`src/rtl/fp_normalize_seq.sv`:
```
`default_nettype none
// ============================================================================
//  Module   : fp_normalize_seq
//  Purpose  : Multi-cycle floating-point mantissa normalizer. Accepts an
//             unnormalized mantissa (with carry and hidden bit) plus a biased
//             exponent, then normalizes it. A carry costs one right shift.
//             Leading zeros cost left shifts of at most SHIFT_STEP bits per
//             cycle, and left shifts stop once the exponent reaches its
//             minimum. The result is reported with overflow, underflow,
//             zero, inexact and shifted flags.
//  Revision : 1.0 - initial release
// ============================================================================
module fp_normalize_seq #(
  parameter int MANT_W     = 49,   // [MANT_W-1] carry, [MANT_W-2] hidden bit
  parameter int EXP_W      = 9,
  parameter int SHIFT_STEP = 8,    // maximum left shift per cycle
  parameter int MAX_EXP_H  = 30,   // half-precision maximum exponent
  parameter int MAX_EXP_S  = 254   // single-precision maximum exponent
) (
  input  logic              clk,
  input  logic              rst_n,
  input  logic              in_valid,
  output logic              in_ready,
  input  logic              MODE_FP,
  input  logic [MANT_W-1:0] MANT,
  input  logic [EXP_W-1:0]  EXP,
  output logic              out_valid,
  input  logic              out_ready,
  output logic [MANT_W-1:0] mant,
  output logic [EXP_W-1:0]  exp,
  output logic [4:0]        FLAGS
);

  // Smallest exponent a left shift may reach.
  localparam int MIN_EXP = 1;
  // Width that can hold a leading-zero count over the hidden bit and below.
  localparam int LZ_W    = $clog2(MANT_W);

  // Flag bit positions.
  localparam int F_OVF = 4;
  localparam int F_UNF = 3;
  localparam int F_ZERO = 2;
  localparam int F_INEX = 1;
  localparam int F_SHIFT = 0;

  typedef enum logic [1:0] {
    IDLE  = 2'd0,
    SHIFT = 2'd1,
    DONE  = 2'd2
  } state_t;

  state_t              r_state;
  state_t              w_state_nx;

  // The working registers double as the visible result registers.
  logic [MANT_W-1:0]   r_mant;
  logic [EXP_W-1:0]    r_exp;
  logic [4:0]          r_flags;
  logic                r_mode;

  logic [MANT_W-1:0]   w_mant_nx;
  logic [EXP_W-1:0]    w_exp_nx;
  logic [4:0]          w_flags_nx;
  logic                w_mode_nx;

  logic [LZ_W-1:0]     w_lz;
  logic                w_found;
  logic [31:0]         w_room;
  logic [31:0]         w_k;
  logic [EXP_W-1:0]    w_max_exp;
  logic                w_exit;

  assign mant      = r_mant;
  assign exp       = r_exp;
  assign FLAGS     = r_flags;
  // in_ready also drops while reset is held, so nothing is accepted in reset.
  assign in_ready  = (r_state == IDLE) && rst_n;
  assign out_valid = (r_state == DONE);

  // The overflow threshold depends on the precision latched with the operand.
  assign w_max_exp = r_mode ? EXP_W'(MAX_EXP_S) : EXP_W'(MAX_EXP_H);

  // Count zeros from the hidden bit downward to the first set bit.
  always_comb begin
    w_lz    = '0;
    w_found = 1'b0;
    for (int i = MANT_W - 2; i >= 0; i--) begin
      if (!w_found) begin
        if (r_mant[i]) begin
          w_found = 1'b1;
        end else begin
          w_lz = w_lz + LZ_W'(1);
        end
      end
    end
  end

  // Left-shift amount for this cycle: limited by leading zeros, the per-cycle
  // step, and the exponent headroom above MIN_EXP.
  always_comb begin
    if (r_exp > EXP_W'(MIN_EXP)) begin
      w_room = 32'(r_exp) - 32'(MIN_EXP);
    end else begin
      w_room = 32'd0;
    end
    w_k = 32'(w_lz);
    if (w_k > 32'(SHIFT_STEP)) begin
      w_k = 32'(SHIFT_STEP);
    end
    if (w_k > w_room) begin
      w_k = w_room;
    end
  end

  // State register; reset discards any operand in flight immediately.
  always_ff @(posedge clk or negedge rst_n) begin
    if (!rst_n) begin
      r_state <= IDLE;
    end else begin
      r_state <= w_state_nx;
    end
  end

  // Datapath registers; cleared while reset is asserted.
  always_ff @(posedge clk or negedge rst_n) begin
    if (!rst_n) begin
      r_mant  <= '0;
      r_exp   <= '0;
      r_flags <= '0;
      r_mode  <= 1'b0;
    end else begin
      r_mant  <= w_mant_nx;
      r_exp   <= w_exp_nx;
      r_flags <= w_flags_nx;
      r_mode  <= w_mode_nx;
    end
  end

  // Next-state and datapath update for accept, normalize step and handshake.
  always_comb begin
    w_state_nx = r_state;
    w_mant_nx  = r_mant;
    w_exp_nx   = r_exp;
    w_flags_nx = r_flags;
    w_mode_nx  = r_mode;
    w_exit     = 1'b0;

    case (r_state)
      IDLE: begin
        if (in_valid) begin
          w_mant_nx  = MANT;
          w_exp_nx   = EXP;
          w_mode_nx  = MODE_FP;
          w_flags_nx = '0;
          w_state_nx = SHIFT;
        end
      end

      SHIFT: begin
        if (r_mant[MANT_W-1]) begin
          // Carry out: one right shift, the dropped bit marks inexact.
          w_mant_nx          = r_mant >> 1;
          w_flags_nx[F_INEX] = r_mant[0];
          if (&r_exp) begin
            // Exponent cannot grow past all-ones; saturate and flag it.
            w_exp_nx          = r_exp;
            w_flags_nx[F_OVF] = 1'b1;
          end else begin
            w_exp_nx = r_exp + EXP_W'(1);
          end
          if (w_exp_nx > w_max_exp) begin
            w_flags_nx[F_OVF] = 1'b1;
          end
          w_state_nx = DONE;
        end else if (r_mant == '0) begin
          // Zero is exclusive of every other flag.
          w_flags_nx = '0;
          w_flags_nx[F_ZERO] = 1'b1;
          w_state_nx = DONE;
        end else begin
          w_mant_nx = r_mant << w_k;
          w_exp_nx  = r_exp - w_k[EXP_W-1:0];
          if (w_k != 32'd0) begin
            w_flags_nx[F_SHIFT] = 1'b1;
          end
          w_exit = w_mant_nx[MANT_W-2] ||
                   (w_exp_nx <= EXP_W'(MIN_EXP)) ||
                   (w_k == 32'd0);
          if (w_exit) begin
            // Hidden bit still clear at exit means we ran out of exponent.
            w_flags_nx[F_UNF] = ~w_mant_nx[MANT_W-2];
            w_flags_nx[F_OVF] = (w_exp_nx > w_max_exp);
            w_state_nx        = DONE;
          end
        end
      end

      DONE: begin
        if (out_ready) begin
          w_state_nx = IDLE;
        end
      end

      default: begin
        w_state_nx = IDLE;
      end
    endcase
  end

endmodule
`default_nettype wire
```
`config.mk`:
```
export PLATFORM = sky130hd
export DESIGN_NAME = fp_normalize_seq
export DESIGN_NICKNAME = d
export VERILOG_FILES = /design/src/rtl/fp_normalize_seq.sv
export SDC_FILE = /design/constraint.sdc
export NUM_CORES = 1
export LEC_CHECK = 0
export CORE_UTILIZATION = 26
export DETAILED_ROUTE_END_ITERATION = 10
export PLACE_DENSITY = 0.52
export SLEW_MARGIN = 30
export SYNTH_ARGS = -nofsm -noshare
export SYNTH_HDL_FRONTEND = slang
export SYNTH_SLANG_ARGS = --single-unit
```
`constraint.sdc`:
```
create_clock -name clk -period 37.2 [get_ports clk]
set_input_delay 3.72 -clock clk [delete_from_list [all_inputs] [get_ports clk]]
set_output_delay 3.72 -clock clk [all_outputs]
set_load 0.005 [all_outputs]
```
### After elaboration in Yosys (flattened, before gate mapping)

Cells that the tools add are included.
W data, S select, Z words.

* bits in registers: 66
* bits in latches: 0
* RAM bits: 0
* ROM bits: 0
* input bits: 63
* output and inout bits: 65
* logic and storage cells: 320
* memories: 0

* $add $sub $neg: 50
* multipliers: 0
* divide/modulo/power cells: 0
* magnitude comparators: 6
* equal/unequal tests: 12
* shifts and indexed selects: 1
* mux-type cells: 222
* bitwise logic cells: 1
* reduce and logical (&&, ||, !) cells: 18

Operators with widths (count)
* $mux W6: 95
* $add A6 B1 Y6 const B: 47
* $mux W49: 3
* $mux W1: 101
* $pmux W49 S2: 1
* $mux W32: 2
* $mux W9: 6
* $logic_not A49 Y1: 1
* $shl A49 B32 Y49: 1
* $gt A32 B32 Y1: 1
* $logic_not A32 Y1: 1
* $reduce_bool A32 Y1: 1
* $gt A9 B8 Y1: 2
* $mux W2: 9
* $pmux W9 S2: 1
* $reduce_and A4 Y1: 4
* $ne A3 B3 Y1 const B: 4
* $pmux W5 S2: 1
* $sub A9 B1 Y10 const B: 1
* $add A9 B1 Y9 const B: 1
* $gt A9 B1 Y1 const B: 1
* $le A9 B1 Y1 const B: 1
* $reduce_and A3 Y1: 3
* $reduce_and A9 Y1: 1
* 16 further kinds: 21

### Depth between registers and ports, before layout

Gate-level depths: netlist of the first run.

* depth in word-level cells: 154
* mapped depth: 197
* mapped depth without buffers: 194

### Worst setup path after synthesis of the first run

OpenSTA, ideal clock, no wires.

* kind: register to register
* start: register r_mant[46], in the netlist mant[46]
* end: register r_flags[4], in the netlist FLAGS[4]
* arrival: 32907 ps
* required time: 37067 ps
* setup slack: 4161 ps
* cell stages (with the launch flop): 198
* cells stage by stage: dfrtp_1 > buf_2 > or2_2 > inv_1 > ha_1 > nor3_1 > nor2_1 > ha_1 > mux2i_1 > a21oi_1 > ha_1 > nand2_1 > nand2_1 > ha_1 > nor2_1 > a211oi_1 > ha_1 > nor2b_1 > [162 not listed] > fa_1 > nor2b_1 > o21ai_0 > nand2b_1 > a21o_1 > a21o_1 > xnor2_1 > inv_1 > ha_1 > nand2_1 > nor3_1 > nand3_1 > a21boi_0 > o22a_1 > nor2_1 > nor2_1 > o31ai_1 > a21oi_1

* longest elaborated chain between the ends: 150
* elaborated cells between the ends (all ways): 205
* classes of those cells: add/sub: 47; order compare: 4; eq/ne: 1; shift: 1; mux: 147; reduce/logical: 5

Ends and longest elaborated chain
* start: declaration: RTL line 56 `logic [MANT_W-1:0] r_mant;`
* start signal: assignment: RTL line 132 `r_mant <= w_mant_nx;`
* $mux W6: RTL line 89 `if (r_mant[i]) begin`
* $mux W6: RTL line 88 `if (!w_found) begin`
* $add A6 B1 Y6: RTL line 92 `w_lz = w_lz + LZ_W'(1);`
* $mux W6: RTL line 89
* $mux W6: RTL line 88
* $add A6 B1 Y6: RTL line 92
* $mux W6: RTL line 89
* $mux W6: RTL line 88
* [134 not listed]
* $gt A32 B32 Y1: RTL line 110 `if (w_k > w_room) begin`
* $mux W32: RTL line 110
* $sub A9 B9 Y9: RTL line 182 `w_exp_nx = r_exp - w_k[EXP_W-1:0];`
* $gt A9 B8 Y1 / $le A9 B1 Y1 (equally long branches): RTL line 192, 187
* $mux W2 / $logic_or A1 B1 Y1 (equally long branches): RTL line 189, 186
* $mux W2 / $logic_or A1 B1 Y1 (equally long branches): RTL line 175, 187
* $mux W1 / $ne A4 B4 Y1 (equally long branches)
* $pmux W5 S2 / $reduce_and A4 Y1 (equally long branches)
* end signal: assignment: RTL line 134 `r_flags <= w_flags_nx;`
* end: declaration: RTL line 58 `logic [4:0] r_flags;`

Several ways; a longest one is shown, not always the timed one. The select of a mux whose other input is x is not followed.
A chain may end at the register's enable or synchronous reset.

### Final worst setup path of the first run

* start: register r_mant[47], in the netlist mant[47]
* end: register r_flags[4], in the netlist FLAGS[4]

* longest elaborated chain between the ends: 152
* elaborated cells between the ends (all ways): 207
* classes of those cells: add/sub: 48; order compare: 4; eq/ne: 1; shift: 1; mux: 148; reduce/logical: 5

Ends and longest elaborated chain (RTL line)
* $mux W1: 89
* $add A6 B1 Y6: 92
* $mux W6: 89
* $mux W6: 88
* $add A6 B1 Y6: 92
* $mux W6: 89
* $mux W6: 88
* $add A6 B1 Y6: 92
* [136 not listed]
* $gt A32 B32 Y1: 110
* $mux W32: 110
* $sub A9 B9 Y9: 182
* $gt A9 B8 Y1 / $le A9 B1 Y1 (equally long branches): 192, 187
* $mux W2 / $logic_or A1 B1 Y1 (equally long branches): 189, 186
* $mux W2 / $logic_or A1 B1 Y1 (equally long branches): 175, 187
* $mux W1 / $ne A4 B4 Y1 (equally long branches)
* $pmux W5 S2 / $reduce_and A4 Y1 (equally long branches)

Several ways; a longest one is shown, not always the timed one. The select of a mux whose other input is x is not followed.

==> impl_metrics.ini, run 1 <==
[critical_path]
cp.arrival_ns = 35.29
crit_slowest_cell = dfrtp_2
path_delay_family = adder cells
endpoint_kind = flop
crit_start = mant[47]$_DFFE_PN0P_
path_buf_inv = 10
r2r_cells = 195
regToRegEndpoint = FLAGS[4]$_DFFE_PN0P_
worstPathMaxFanout = 25
slowest_delay_ns = 0.45
setup.worst_path.start_class = flop
r2r_start = mant[47]$_DFFE_PN0P_
cp_data_required_time_ns = 37.41
critical_path_class = flop to flop
cpMostUsedCell = ha_1
rrSetupSlack_ns = 2.11

[sta]
fin_skew_ns = 0.01424
timing.final.crit_share = 0.9432
layout_setup_ws_ns = 2.115
worst_slew_pin_slew_ns = 1.074
slew_violations = 0
finalSetupViolCount = 0
final.min_clock_period_ns = 35.09
hold_ws_ns = 0.5176
slew_headroom = 0.2764
final_hold_viol_count = 0
fmax_mhz = 28.50
setup_tns_ns = 0

[detailed_routing]
vias = 15380
totalWireLength_um = 57670
vias_per_cell = 5.721
first_iter_violations = 1503
dr.pass1.iters = 11
drc_errors = 10
ant_nets = 0
avgRoutedWirePerCell_um = 21.45

[power]
powerDensity_nw_per_um2 = 98.36
ir_drop_uv = 41.69
p_total_mw = 1.617
leakagePower_nw = 6.524

[grt]
antenna_found_initial = 1
grt_pass1_vias = 14380
grt_overflow = 0
grt_usage = 0.2021
grt_start_max_net_pins = 74
grt_pass1_wl_um = 86390

[synthesis]
yosysWarnings = 0
synthDistinctLibCells = 94
avgSynthCellArea_um2 = 7.199
synth_area_um2 = 13960
synth_flop_cell = dfrtp_1
ys_seq_elements = 66
synthesis.instances = 1939
synthArstFlopShare = 1.000
ys_seq_area_frac = 0.1183
synth-edff-count = 0

[die]
io_pins = 128
die_area_um2 = 54620
die_h_um = 233.7
start_util = 0.2646
core_um2 = 52760
dieWidth_um = 233.7
fp-row-count = 84

[place]
dp_hpwl_um = 42080
pre_cts_slack_ns = 0.03062
place_area_um2 = 15700
dpl.cell_count = 2642
gp_congestion = 0.9348
numPortBuffers = 127

[layout]
layout.nets = 2128
layout-drive-gt1-share = 0.09195
synthToLayoutAreaGrowth_pct = 17.78
utilization = 0.3116
fin_area_um2 = 16440
fin_cells = 2689
n_antenna_cell = 0

[clocking]
cts_max_level = 3
root_buffer = clkbuf_16
path_clk_slew_ns = 0.06
numCtsBuffers = 9
cts_tree = yes
insertion_delay_ns = 0.35
cts_sinks = 66
cts_max_path_buffers = 2

[status]
status = finished, violations left
violations = design-rule violations

[worst_hold_path]
whs_endpoint = FLAGS[2]$_DFFE_PN0P_
hold_class = flop to flop
min_from = FLAGS[2]$_DFFE_PN0P_
min_path_cells = 1

[flow_run]
cap_viol_max_count = 0
routing by layer:
metal / vias to the layer above / wire length (um) / part of all wire / GRT usage
li1: 7193 / - / - / -
met1: 7458 / 25600 / 0.44 / 0.2782
met2: 644 / 26930 / 0.47 / 0.3351
met3: 89 / 3586 / 0.062 / 0.01404
met4: 0 / 1555 / 0.027 / 0.06108
met5: - / 0 / 0 / 0
Yosys cell counts (all sizes together) (7+ instances only):
library cell,number,area share
or3,17,0.0076
nor2,230,0.062
mux2,26,0.021
nand2b,37,0.017
o211ai,17,0.0091
o21ai,116,0.042
clkbuf,100,0.027
nor4,18,0.010
o22ai,14,0.0063
nor3,67,0.025
nor2b,30,0.013
nand2,206,0.056
a31oi,33,0.015
nand3,58,0.021
a21o,17,0.0091
mux2i,158,0.11
a21oi,148,0.053
buf,40,0.019
or2,8,0.0036
nand4,13,0.0058
a22oi,15,0.0081
o21bai,7,0.0038
a221oi,22,0.015
nand3b,8,0.0043
xnor3,12,0.020
mux4,14,0.023
and2,20,0.0090
xnor2,77,0.050
inv,57,0.015
o31ai,8,0.0053
a221o,8,0.0057
dfrtp,66,0.12
and3,23,0.010
a211oi,20,0.011
xor2,42,0.028
o21a,16,0.0091
ha,68,0.061
nor3b,7,0.0038
o221ai,11,0.0069
cells by family after synthesis:
logic type,synth area share
buffers and inverters,0.06167
DFF,0.1183
AOI/OAI and AO/OA,0.2366
and+or+nand+nor,0.2592
adders and majority gates,0.06382
other,0.0005380
muxes,0.1583
xor gates and xnor gates,0.1015
where the power goes:
part	total, mW	switching, mW	leakage (nW)	internal, mW
logic	1.28	0.766	5.60	0.514
clock network	0.104	0.0380	0.169	0.0656
registers	0.234	0.127	0.756	0.107
worst max-delay path by stage:
stage                                       to  slack (ns)  cells past startpoint
after floorplan           FLAGS[4]$_DFFE_PN0P_        4.16                    197
after global placement    FLAGS[4]$_DFFE_PN0P_        1.54                    196
after detailed placement  FLAGS[4]$_DFFE_PN0P_        0.03                    196
after CTS                 FLAGS[4]$_DFFE_PN0P_        0.02                    196
after global routing      FLAGS[4]$_DFFE_PN0P_       -0.19                    190
final                     FLAGS[4]$_DFFE_PN0P_        2.11                    195
state kept, by name, indices dropped and copies added, names as in the netlist:
name and flops:
mant 49, r_mode 1, r_state 2, FLAGS 5
exp 9
cell usage in the layout, fill, tap and decap left out, types with 15 or more instances in the layout:
master,Yosys,routed
nor2_1,230,229
nand2_1,205,204
mux2i_1,157,156
a21oi_1,147,142
clkdlybuf4s50_1,0,126
o21ai_0,106,98
xnor2_1,73,73
dfrtp_1,66,63
ha_1,68,63
nor3_1,64,61
nand3_1,58,58
inv_1,53,53
buf_4,8,51
xor2_1,39,39
nand2b_1,37,36
a31oi_1,33,33
nor2b_1,30,29
mux2_2,26,25
and3_1,23,23
a221oi_1,20,20
and2_1,18,18
or3_1,17,17
a21o_1,17,17
o211ai_1,17,17
a211oi_1,20,16
o21ai_1,10,15
nor4_1,16,15
o21a_1,15,15
a22oi_1,15,15
cell type report:
| class | count | area, um^2 |
|---|---|---|
| fill | 5718 | 36320 |
| multi-input combinational | 1682 | 11680 |
| timing repair buffer | 180 | 1678 |
| sequential | 66 | 1655 |
| tap | 688 | 860.8 |
| clock buffer | 9 | 225.2 |
| inverter | 57 | 221.5 |
| clock inverter | 7 | 117.6 |
timing repair:
action,CTS,global route
cloned,1,3
buffers inserted,0,27
resized for setup,0,44
endpoints found under the setup margin,1,63
pin swaps,0,9
hold buffers,0,0
No activity file was read; power rests on OpenSTA's default activity.
==> run 2, diff against run 1 <==
- SETUP_SLACK_MARGIN: not set -> 0.2
- clock period: 37.2 -> 37.3 ns (I/O delays scaled with it)
==> impl_metrics.ini, run 2 (synthesized netlist as in run 1, its figures left out) <==
[sta]
slew_headroom = 0.3130
timing.final.crit_share = 0.9396
final.min_clock_period_ns = 35.05
hold_ws_ns = 0.5094
fmax_mhz = 28.53
slew_violations = 0
setup_tns_ns = 0
fin_skew_ns = 0.01337
finalSetupViolCount = 0
worst_slew_pin_slew_ns = 1.027
rsz0062_at_grt = false
final_hold_viol_count = 0

[clocking]
root_buffer = clkbuf_16
cts_hold_buf = 0
path_clk_slew_ns = 0.06
insertion_delay_ns = 0.36
cts_sinks = 66
cts_tree = yes
numCtsBuffers = 9
cts_max_path_buffers = 2
cts_max_level = 3

[critical_path]
cp.arrival_ns = 35.32
cpMostUsedCell = ha_1
r2r_start = mant[47]$_DFFE_PN0P_
crit_slowest_cell = dfrtp_2
critical_path_class = flop to flop
worstPathMaxFanout = 25
endpoint_kind = flop
crit_start = mant[47]$_DFFE_PN0P_
slowest_delay_ns = 0.46
setup.worst_path.start_class = flop
cp_data_required_time_ns = 37.57

[detailed_routing]
avgRoutedWirePerCell_um = 21.01
drc_errors = 12
first_iter_violations = 1386
ant_nets = 0
totalWireLength_um = 56370
vias = 15190
vias_per_cell = 5.663
dr.pass1.iters = 8

[layout]
layout_common_cells = nor2_1, nand2_1, mux2i_1, a21oi_1, clkdlybuf4s50_1
multi_input_comb_area_um2 = 11650
layout_commonest_cell = nor2_1
layout.nets = 2122
seq_area_um2 = 1657
utilization = 0.3096
largest_register_ffs = 49
n_antenna_cell = 0
layout-drive-gt1-share = 0.08922
synthToLayoutAreaGrowth_pct = 17.03
fin_cells = 2683
fillers = 5676

[worst_hold_path]
min_from = FLAGS[2]$_DFFE_PN0P_
hold_class = flop to flop

[power]
internal_power_mw = 0.6709
pwr-share-comb = 0.794
p_sw_mw = 0.9139
sw_frac_of_total = 0.5766
p_seq_frac = 0.147
leakagePower_nw = 6.453
clockPowerShare = 0.058
ir_drop_uv = 33.61
powerDensity_nw_per_um2 = 97.01
p_total_mw = 1.585

[die]
die_h_um = 233.7
core_um2 = 52760
io_pins = 128
die_area_um2 = 54620
start_util = 0.2646
dieWidth_um = 233.7
fp-row-count = 84

[status]
status = finished, violations left
violations = design-rule violations

[place]
gp_congestion = 0.9271
dpl.cell_count = 2642
dp_hpwl_um = 42010
numPortBuffers = 127

[flow_run]
cap_viol_max_count = 0

[grt]
grt_usage = 0.2001
antenna_found_initial = 0
grt_start_max_net_pins = 73
grt_overflow = 0
grt_pass1_wl_um = 85260
grt_pass1_vias = 14190
==> run 2: cell types whose count changed in the layout (fill, tap and decap cells not counted), moves of 2 or more <==
cell and delta:
nor2_2 +2, bufinv_16 -2, a41o_2 -2, buf_4 -3, nor2_1 -2, inv_6 +2
==> run 2: cell type report <==
cell class / count / area share
Tap cell: 688 / 0.05269
Sequential cell: 66 / 0.1014
Clock inverter: 6 / 0.003983
Multi-Input combinational cell: 1680 / 0.7133
Inverter: 57 / 0.01340
Timing Repair Buffer: 176 / 0.1006
Clock buffer: 10 / 0.01463
==> run 2: power groups by stage <==
| stage | Clock, mW | Sequential [mW] | Combinational, mW |
|---|---|---|---|
| after floorplan | 0 | 0.144 | 0.879 |
| after global placement | 0 | 0.233 | 1.16 |
| after detailed placement | 0 | 0.233 | 1.18 |
| after CTS | 0.0949 | 0.232 | 1.20 |
| after global routing | 0.0966 | 0.241 | 1.36 |
| final | 0.0926 | 0.233 | 1.26 |
==> run 2: metrics by stage <==
step	worst slack [ns]	cell area, um^2
after floorplan	4.261	13970
after global placement	1.648	15700
after detailed placement	-0.04255	15700
after CTS	0.2032	16030
after global routing	0.1077	16340
final	2.254	16340
==> run 2: final timing paths <==
path	end	slack (ns)	cells past startpoint
min	FLAGS[2]$_DFFE_PN0P_	0.51	1
min reg2reg	FLAGS[2]$_DFFE_PN0P_	0.51	1
max in group asynchronous	mant[46]$_DFFE_PN0P_	33.05	2
min in group asynchronous	exp[2]$_DFFE_PN0P_	3.29	1
max	FLAGS[4]$_DFFE_PN0P_	2.25	196
max reg2reg	FLAGS[4]$_DFFE_PN0P_	2.25	196
==> run 2: repair_timing <==
action                     CTS  global route
cloned                       2             0
setup endpoints to repair    3            63
pin swaps                    0            10
resized for setup            2            38
setup buffers                0            23
==> run 2: worst max-delay path: cells and delay by family (launching register included) <==
family	cells	cell delay [ns]
simple gates	57	5.30
buf+inv	10	1.01
compound gates	52	8.04
flops	1	0.46
xor+xnor	1	0.17
mux	27	5.14
fa+ha+maj	49	14.80
==> run 2: layer usage <==
| metal | up-vias | global-route usage | part of all wire | wire length [um] |
|---|---|---|---|---|
| met1 | 7397 | 0.2728 | 0.46 | 25760 |
| met5 | - | 0 | 0 | 0 |
| met2 | 543 | 0.3323 | 0.46 | 26210 |
| met4 | 0 | 0.05702 | 0.025 | 1401 |
| li1 | 7174 | - | - | - |
| met3 | 79 | 0.01929 | 0.053 | 3004 |
